`src/rtl/mtm_alu_frame_decoder.sv`:
```
// ALU frame decoder: turns deserializer packets into ALU requests.
// Collects 8 data bytes (B then A, MSB first) and one command packet
// {1'b0, OP, CRC}, checks count/CRC/opcode and pulses frame_valid or
// err_valid one cycle after the command strobe.
// Ports: clk, rst (async, active-low), packet[9:0], data_valid,
//        A, B, op, frame_valid, err_valid, err_flags {data,crc,op}.
// Optional: define FRAME_TIMEOUT_EN to drop stale partial frames.
module mtm_alu_frame_decoder #(
    parameter int DATA_PACKETS   = 8,
    parameter int TIMEOUT_CYCLES = 1023
) (
    input  logic        clk,
    input  logic        rst,
    input  logic [9:0]  packet,
    input  logic        data_valid,
    output logic [31:0] A,
    output logic [31:0] B,
    output logic [2:0]  op,
    output logic        frame_valid,
    output logic        err_valid,
    output logic [2:0]  err_flags
);

    localparam int CW = $clog2(DATA_PACKETS + 2);
    localparam logic [CW-1:0] FULL = CW'(DATA_PACKETS);
    localparam logic [CW-1:0] OVF  = CW'(DATA_PACKETS + 1);

    localparam logic [0:0] COLLECT = 1'b0;
    localparam logic [0:0] REPORT  = 1'b1;

    logic [0:0]    state_q, state_d;
    logic          rep_err_q, rep_err_d;
    logic [2:0]    flags_q, flags_d;
    logic [CW-1:0] cnt_q, cnt_d;
    logic [63:0]   buf_q, buf_d;
    logic [31:0]   a_q, a_d;
    logic [31:0]   b_q, b_d;
    logic [2:0]    op_q, op_d;

`ifdef FRAME_TIMEOUT_EN
    localparam int TW = $clog2(TIMEOUT_CYCLES + 1);
    localparam logic [TW-1:0] TLAST = TW'(TIMEOUT_CYCLES - 1);
    logic [TW-1:0] tmo_q, tmo_d;
`endif

    // Payload MSB of the command and the stop bit carry no information.
    logic unused_bits;
    assign unused_bits = ^{packet[8], packet[0]};

    logic       is_data, is_cmd, op_ok, cnt_ok, crc_ok;
    logic [2:0] cmd_op;
    logic [3:0] cmd_crc, crc_calc;
    logic [2:0] err;

    // CRC-4, poly x^4+x+1, MSB first, init 0, no final xor.
    function automatic logic [3:0] crc4(input logic [67:0] m);
        logic [3:0] c;
        logic       fb;
        c = 4'b0000;
        for (int i = 67; i >= 0; i--) begin
            fb = c[3] ^ m[i];
            c  = {c[2:0], 1'b0} ^ ({4{fb}} & 4'b0011);
        end
        return c;
    endfunction

    assign is_data  = data_valid & ~packet[9];
    assign is_cmd   = data_valid & packet[9];
    assign cmd_op   = packet[7:5];
    assign cmd_crc  = packet[4:1];
    assign crc_calc = crc4({buf_q, 1'b1, cmd_op});
    assign cnt_ok   = (cnt_q == FULL);
    assign crc_ok   = (crc_calc == cmd_crc);

    always_comb begin
        case (cmd_op)
            3'b000, 3'b001, 3'b100, 3'b101: op_ok = 1'b1;
            default:                        op_ok = 1'b0;
        endcase
    end

    // Priority: count, then CRC, then opcode; exactly one flag set.
    assign err[2] = ~cnt_ok;
    assign err[1] = cnt_ok & ~crc_ok;
    assign err[0] = cnt_ok & crc_ok & ~op_ok;

    always_comb begin
        state_d   = COLLECT;
        rep_err_d = 1'b0;
        flags_d   = 3'b000;
        cnt_d     = cnt_q;
        buf_d     = buf_q;
        a_d       = a_q;
        b_d       = b_q;
        op_d      = op_q;
`ifdef FRAME_TIMEOUT_EN
        tmo_d     = tmo_q;
`endif
        if (is_cmd) begin
            state_d   = REPORT;
            cnt_d     = '0;
            buf_d     = '0;
            rep_err_d = |err;
            flags_d   = err;
            if (err == 3'b000) begin
                b_d  = buf_q[63:32];
                a_d  = buf_q[31:0];
                op_d = cmd_op;
            end
        end else if (is_data) begin
            // Extras beyond a full frame are dropped; count parks at OVF.
            if (cnt_q < FULL) begin
                buf_d = {buf_q[55:0], packet[8:1]};
            end
            if (cnt_q != OVF) begin
                cnt_d = cnt_q + CW'(1);
            end
        end
`ifdef FRAME_TIMEOUT_EN
        if (data_valid || cnt_q == '0) begin
            tmo_d = '0;
        end else if (tmo_q == TLAST) begin
            tmo_d = '0;
            cnt_d = '0;
            buf_d = '0;
        end else begin
            tmo_d = tmo_q + TW'(1);
        end
`endif
    end

    always_ff @(posedge clk or negedge rst) begin
        if (!rst) begin
            state_q   <= COLLECT;
            rep_err_q <= 1'b0;
            flags_q   <= 3'b000;
            cnt_q     <= '0;
            buf_q     <= '0;
            a_q       <= '0;
            b_q       <= '0;
            op_q      <= '0;
`ifdef FRAME_TIMEOUT_EN
            tmo_q     <= '0;
`endif
        end else begin
            state_q   <= state_d;
            rep_err_q <= rep_err_d;
            flags_q   <= flags_d;
            cnt_q     <= cnt_d;
            buf_q     <= buf_d;
            a_q       <= a_d;
            b_q       <= b_d;
            op_q      <= op_d;
`ifdef FRAME_TIMEOUT_EN
            tmo_q     <= tmo_d;
`endif
        end
    end

    assign A           = a_q;
    assign B           = b_q;
    assign op          = op_q;
    assign frame_valid = (state_q == REPORT) & ~rep_err_q;
    assign err_valid   = (state_q == REPORT) & rep_err_q;
    assign err_flags   = flags_q;

endmodule
```
`config.mk`:
```
export PLATFORM = sky130hd
export DESIGN_NAME = mtm_alu_frame_decoder
export DESIGN_NICKNAME = d
export VERILOG_FILES = /design/src/rtl/mtm_alu_frame_decoder.sv
export SDC_FILE = /design/constraint.sdc
export NUM_CORES = 1
export LEC_CHECK = 0
export BUFFER_PORTS_ARGS = -buffer_cell sky130_fd_sc_hd__clkbuf_2
export CAP_MARGIN = 15
export CORE_AREA = 3 3 136 138
export DETAILED_ROUTE_END_ITERATION = 12
export DIE_AREA = 0 0 139 141
export SLEW_MARGIN = 5
export SYNTH_ARGS = -nofsm -noshare
export SYNTH_HDL_FRONTEND = slang
export SYNTH_SLANG_ARGS = --single-unit
```
`constraint.sdc`:
```
create_clock -name clk -period 5.25 [get_ports clk]
set_clock_uncertainty 0.1 [all_clocks]
set_input_delay 0.2625 -clock clk [delete_from_list [all_inputs] [get_ports clk]]
set_output_delay 0.2625 -clock clk [all_outputs]
set_load 0.005 [all_outputs]
```
==> summary.md <==
| Metric | Value |
|---|---|
| Status | complete, no violations |
| FILL cells | 1565 |
| Min-delay src | packet[2] |
| Setup Fix Bufs, Post-CTS | 0 |
| Max FO, Critical Path | 22 |
| Die area | 19600 µm² |
| M2 GR Usage | 0.2836 |
| Cells on worst reg2reg path | 12 |
| CP top delay family | XOR/XNOR gates |
| Period minus WS final | 5.005 ns |
| Vias in the first global route | 4666 |
| Final period util | 0.9534 |
| Peak per-stage delay on the critical path | 0.54 ns |
| Initial antenna violation count | 0 |
| H-tree levels | 4 |
| Die Y | 141 µm |
| Synth cell types | 38 |
| Antenna Nets Post-Route | 0 |
| Hold Crit Class | in2reg |
| Grt ovf | 0 |
| Syn avg cell area | 12.84 µm² |
| Worst skew pair latency | 0.42 ns |
| Drt wl/cell | 17.90 µm |
| Final Hold Vio Count | 0 |
| Grt peak-use layer | met2 |
| Post-synth EDFFs | 0 |
| Hold Crit Depth | 2 |
| Core box area | 17300 µm² |
| Synth warn | 0 |
| Max_cap viols | 0 |
| CTS tree | yes |
| Post-Syn Instances | 535 |
| DR vias/cell | 5.054 |
| Largest net degree at the start of global routing | 90 |
| Startpoint Class | flip-flop |
| Placed inst area | 7550 µm² |
| Final Setup Violations | 0 |
| CTS root buffer | clkbuf_16 |
| Max_slew headroom | 0.3862 |
| RSZ-0062 raised after global routing | false |
| Overall Power | 0.004149 W |
| # port buffers | 83 |
| Reg-to-Reg End | A[0] |
| CP Cell Sequence | xor3_2 -> xor3_2 -> xnor2_1 -> xnor3_1 -> xnor3_1 -> xor3_1 -> or4_1 -> nand3_1 -> o311ai_2 -> a21o_4 -> buf_12 -> mux2_4 |
| Register area share after synthesis | 0.5101 |
| Share of post-route cells with drive strength above 1 | 0.3028 |
| Pleak | 4.169 nW |
| FMAX | 0.1998 GHz |
| Pins Over Slew Limit | 0 |
| Die Wd | 139 µm |
| GRT Util Overall | 0.1636 |
| Power per Cell Area | 507.8 nW/µm² |
| Starting Density | 0.3971 |
| Total I/O pin count | 85 |
| Ant. Diodes | 0 |
| Post-synth top area share | 0.5101 |
| Setup Crit Path Kind | reg2reg |
| Netlist Area Pre-Place | 6868 µm² |
| Critical path endpoint category | flip-flop |
| First-pass GRT wire length | 25450 µm |
| Synthesis-to-layout area growth | 18.97% |
| # rows | 48 |
| Worst r2r src | buf_q[59] |
| Met1 Usage GRT | 0.2041 |
| Reg-to-reg slack, setup | 0.24 ns |
| Syn_nets | 551 |
| CTS buffer count | 17 |
| Finished Cell Area | 8170 µm² |
| Worst hold endpoint | buf_q[1] |
| Final core utilization | 0.4724 |
| Drt first-iter violations | 260 |
| Drt pass-1 iters | 4 |
| Clock sinks | 140 |
| Clock Tree Buf Depth | 2 |
| Peak VDD IR | 0.4161 mV |
| CP bufs+invs | 1 |
| Vias | 4341 |
| Drt drc | 0 |
| Aggregate routed wire length | 15380 µm |
| Met3 Resource Use GR | 0.03969 |
| Setup Total Neg Slack | 0 ns |
| Synth area leader | dfrtp_1 |
| Top post-synthesis cells by area | dfrtp_1, xnor3_1, xnor2_1 |
| Req. time, crit path | 5.45 ns |
| Worst EP arrival | 5.21 ns |
| Clock-pin slew of the registers on the worst-case setup and hold paths | 0.06 ns |
| Synthesis-stage register bit count | 140 |
| Slowest CP cell | or4_1 |
| Commonest register cell after synthesis | dfrtp_1 |
| Worst-Margin Slew | 0.9188 ns |
| Gpl congestion | 0.7974 |
| Async SR Flop Fraction | 1.000 |
| HPWL after detailed placement | 10500 µm |
| Layout net count | 639 |
-- where the power goes --
| part | internal, W | total [W] | switching [W] | leakage [nW] |
|---|---|---|---|---|
| Sequential | 0.00117 | 0.00126 | 0.0000903 | 1.94 |
| Combinational | 0.000806 | 0.00170 | 0.000898 | 1.96 |
| Clock | 0.000753 | 0.00119 | 0.000434 | 0.277 |
| Total | 0.00273 | 0.00415 | 0.00142 | 4.17 |
-- flip-flops by register name, indices dropped and copies added (netlist names) --
name and flops:
op 3, err_flags 3, cnt_q 4, rep_err_q 1, buf_q 64, state_q 1, A 32, B 32
-- layout by cell type (no fill, tap or decap), drive strengths merged, types with 2 or more instances in the layout --
master       count
nand2           81
xnor3           26
nand3            4
clkinv           3
buf             11
bufinv           3
dfrtp          140
xor3             3
xor2            19
o22ai            3
nor2b            3
a21oi           40
and2             2
clkbuf         105
dlygate4sd3      3
xnor2           58
inv              6
ha               3
a21o             2
a22o            27
mux2            67
nor2             8
-- metrics by stage --
stage,hold WS (ns),worst slack [ns],cells
6_report,0.01813,0.2447,859
5_1_grt,0.006723,0.05109,859
4_1_cts,0.002361,0.1849,858
3_5_place_dp,0.2897,0.2159,825
3_3_place_gp,0.2750,0.3799,825
2_1_floorplan,-0.1331,0.7256,535
-- worst register-to-register path, cell delays in order, from the launching register on --
cell      delay (ns)
dfrtp_1         0.40
xor3_2          0.50
xor3_2          0.42
xnor2_1         0.29
xnor3_1         0.51
xnor3_1         0.46
xor3_1          0.49
or4_1           0.54
nand3_1         0.11
o311ai_2        0.18
a21o_4          0.36
buf_12          0.21
mux2_4          0.31
-- cell usage after synthesis, types with 2 or more instances --
| cell | n |
|---|---|
| nor2_1 | 8 |
| buf_6 | 4 |
| nand3_1 | 4 |
| ha_1 | 3 |
| inv_1 | 6 |
| xnor2_1 | 58 |
| a22o_1 | 27 |
| xor2_1 | 19 |
| mux2_2 | 38 |
| buf_2 | 4 |
| o22ai_1 | 3 |
| nor2b_1 | 3 |
| mux2_4 | 29 |
| nand2_1 | 81 |
| dfrtp_1 | 140 |
| clkbuf_1 | 20 |
| and2_1 | 2 |
| xnor3_1 | 26 |
| xor3_2 | 2 |
| a21oi_1 | 40 |
-- cells by family after synthesis --
| logic type | count (synthesis) | share of synthesized area |
|---|---|---|
| AO/OA/AOI/OAI | 79 | 0.07652 |
| buffers and inverters | 34 | 0.02368 |
| AND/OR/NAND/NOR | 106 | 0.06431 |
| adder cells (fa/ha/maj) | 3 | 0.005466 |
| XOR/XNOR | 106 | 0.1942 |
| flip-flops | 140 | 0.5101 |
| multiplexers | 67 | 0.1257 |
-- layer usage --
metal	routed length [µm]	up-vias	share of wire
met5	0	-	0
met4	169	0	0.011
met3	698	15	0.045
met2	7870	113	0.51
met1	6639	2192	0.43
li1	-	2021	-
-- final cells by class --
type | count | area, µm² | area share
flip-flops and latches | 140 | 3503 | 0.4288
multi-input cells | 362 | 3237 | 0.3962
repair buffers | 96 | 551.8 | 0.06753
clock buffers | 23 | 457.9 | 0.05605
well taps | 225 | 281.5 | 0.03446
clock inverters | 7 | 116.4 | 0.01424
inverters | 6 | 22.52 | 0.002757
-- repair_timing --
| item | CTS | global route |
|---|---|---|
| endpoints found under the hold margin | 90 | 0 |
| endpoints found under the setup margin | 0 | 39 |
| hold buffers | 3 | 0 |
| gates resized for setup | 0 | 1 |
-- worst max path at each step --
stage	startpoint	endpoint	cells past startpoint	slack (ns)
after floorplan	buf_q[59]	A[0]	13	0.73
after global placement	buf_q[59]	A[7]	12	0.38
after detailed placement	buf_q[59]	B[6]	11	0.22
after CTS	buf_q[59]	B[10]	11	0.18
after global routing	buf_q[59]	B[28]	12	0.05
final	buf_q[59]	A[0]	12	0.24
No activity file was read; power rests on OpenSTA's default activity.
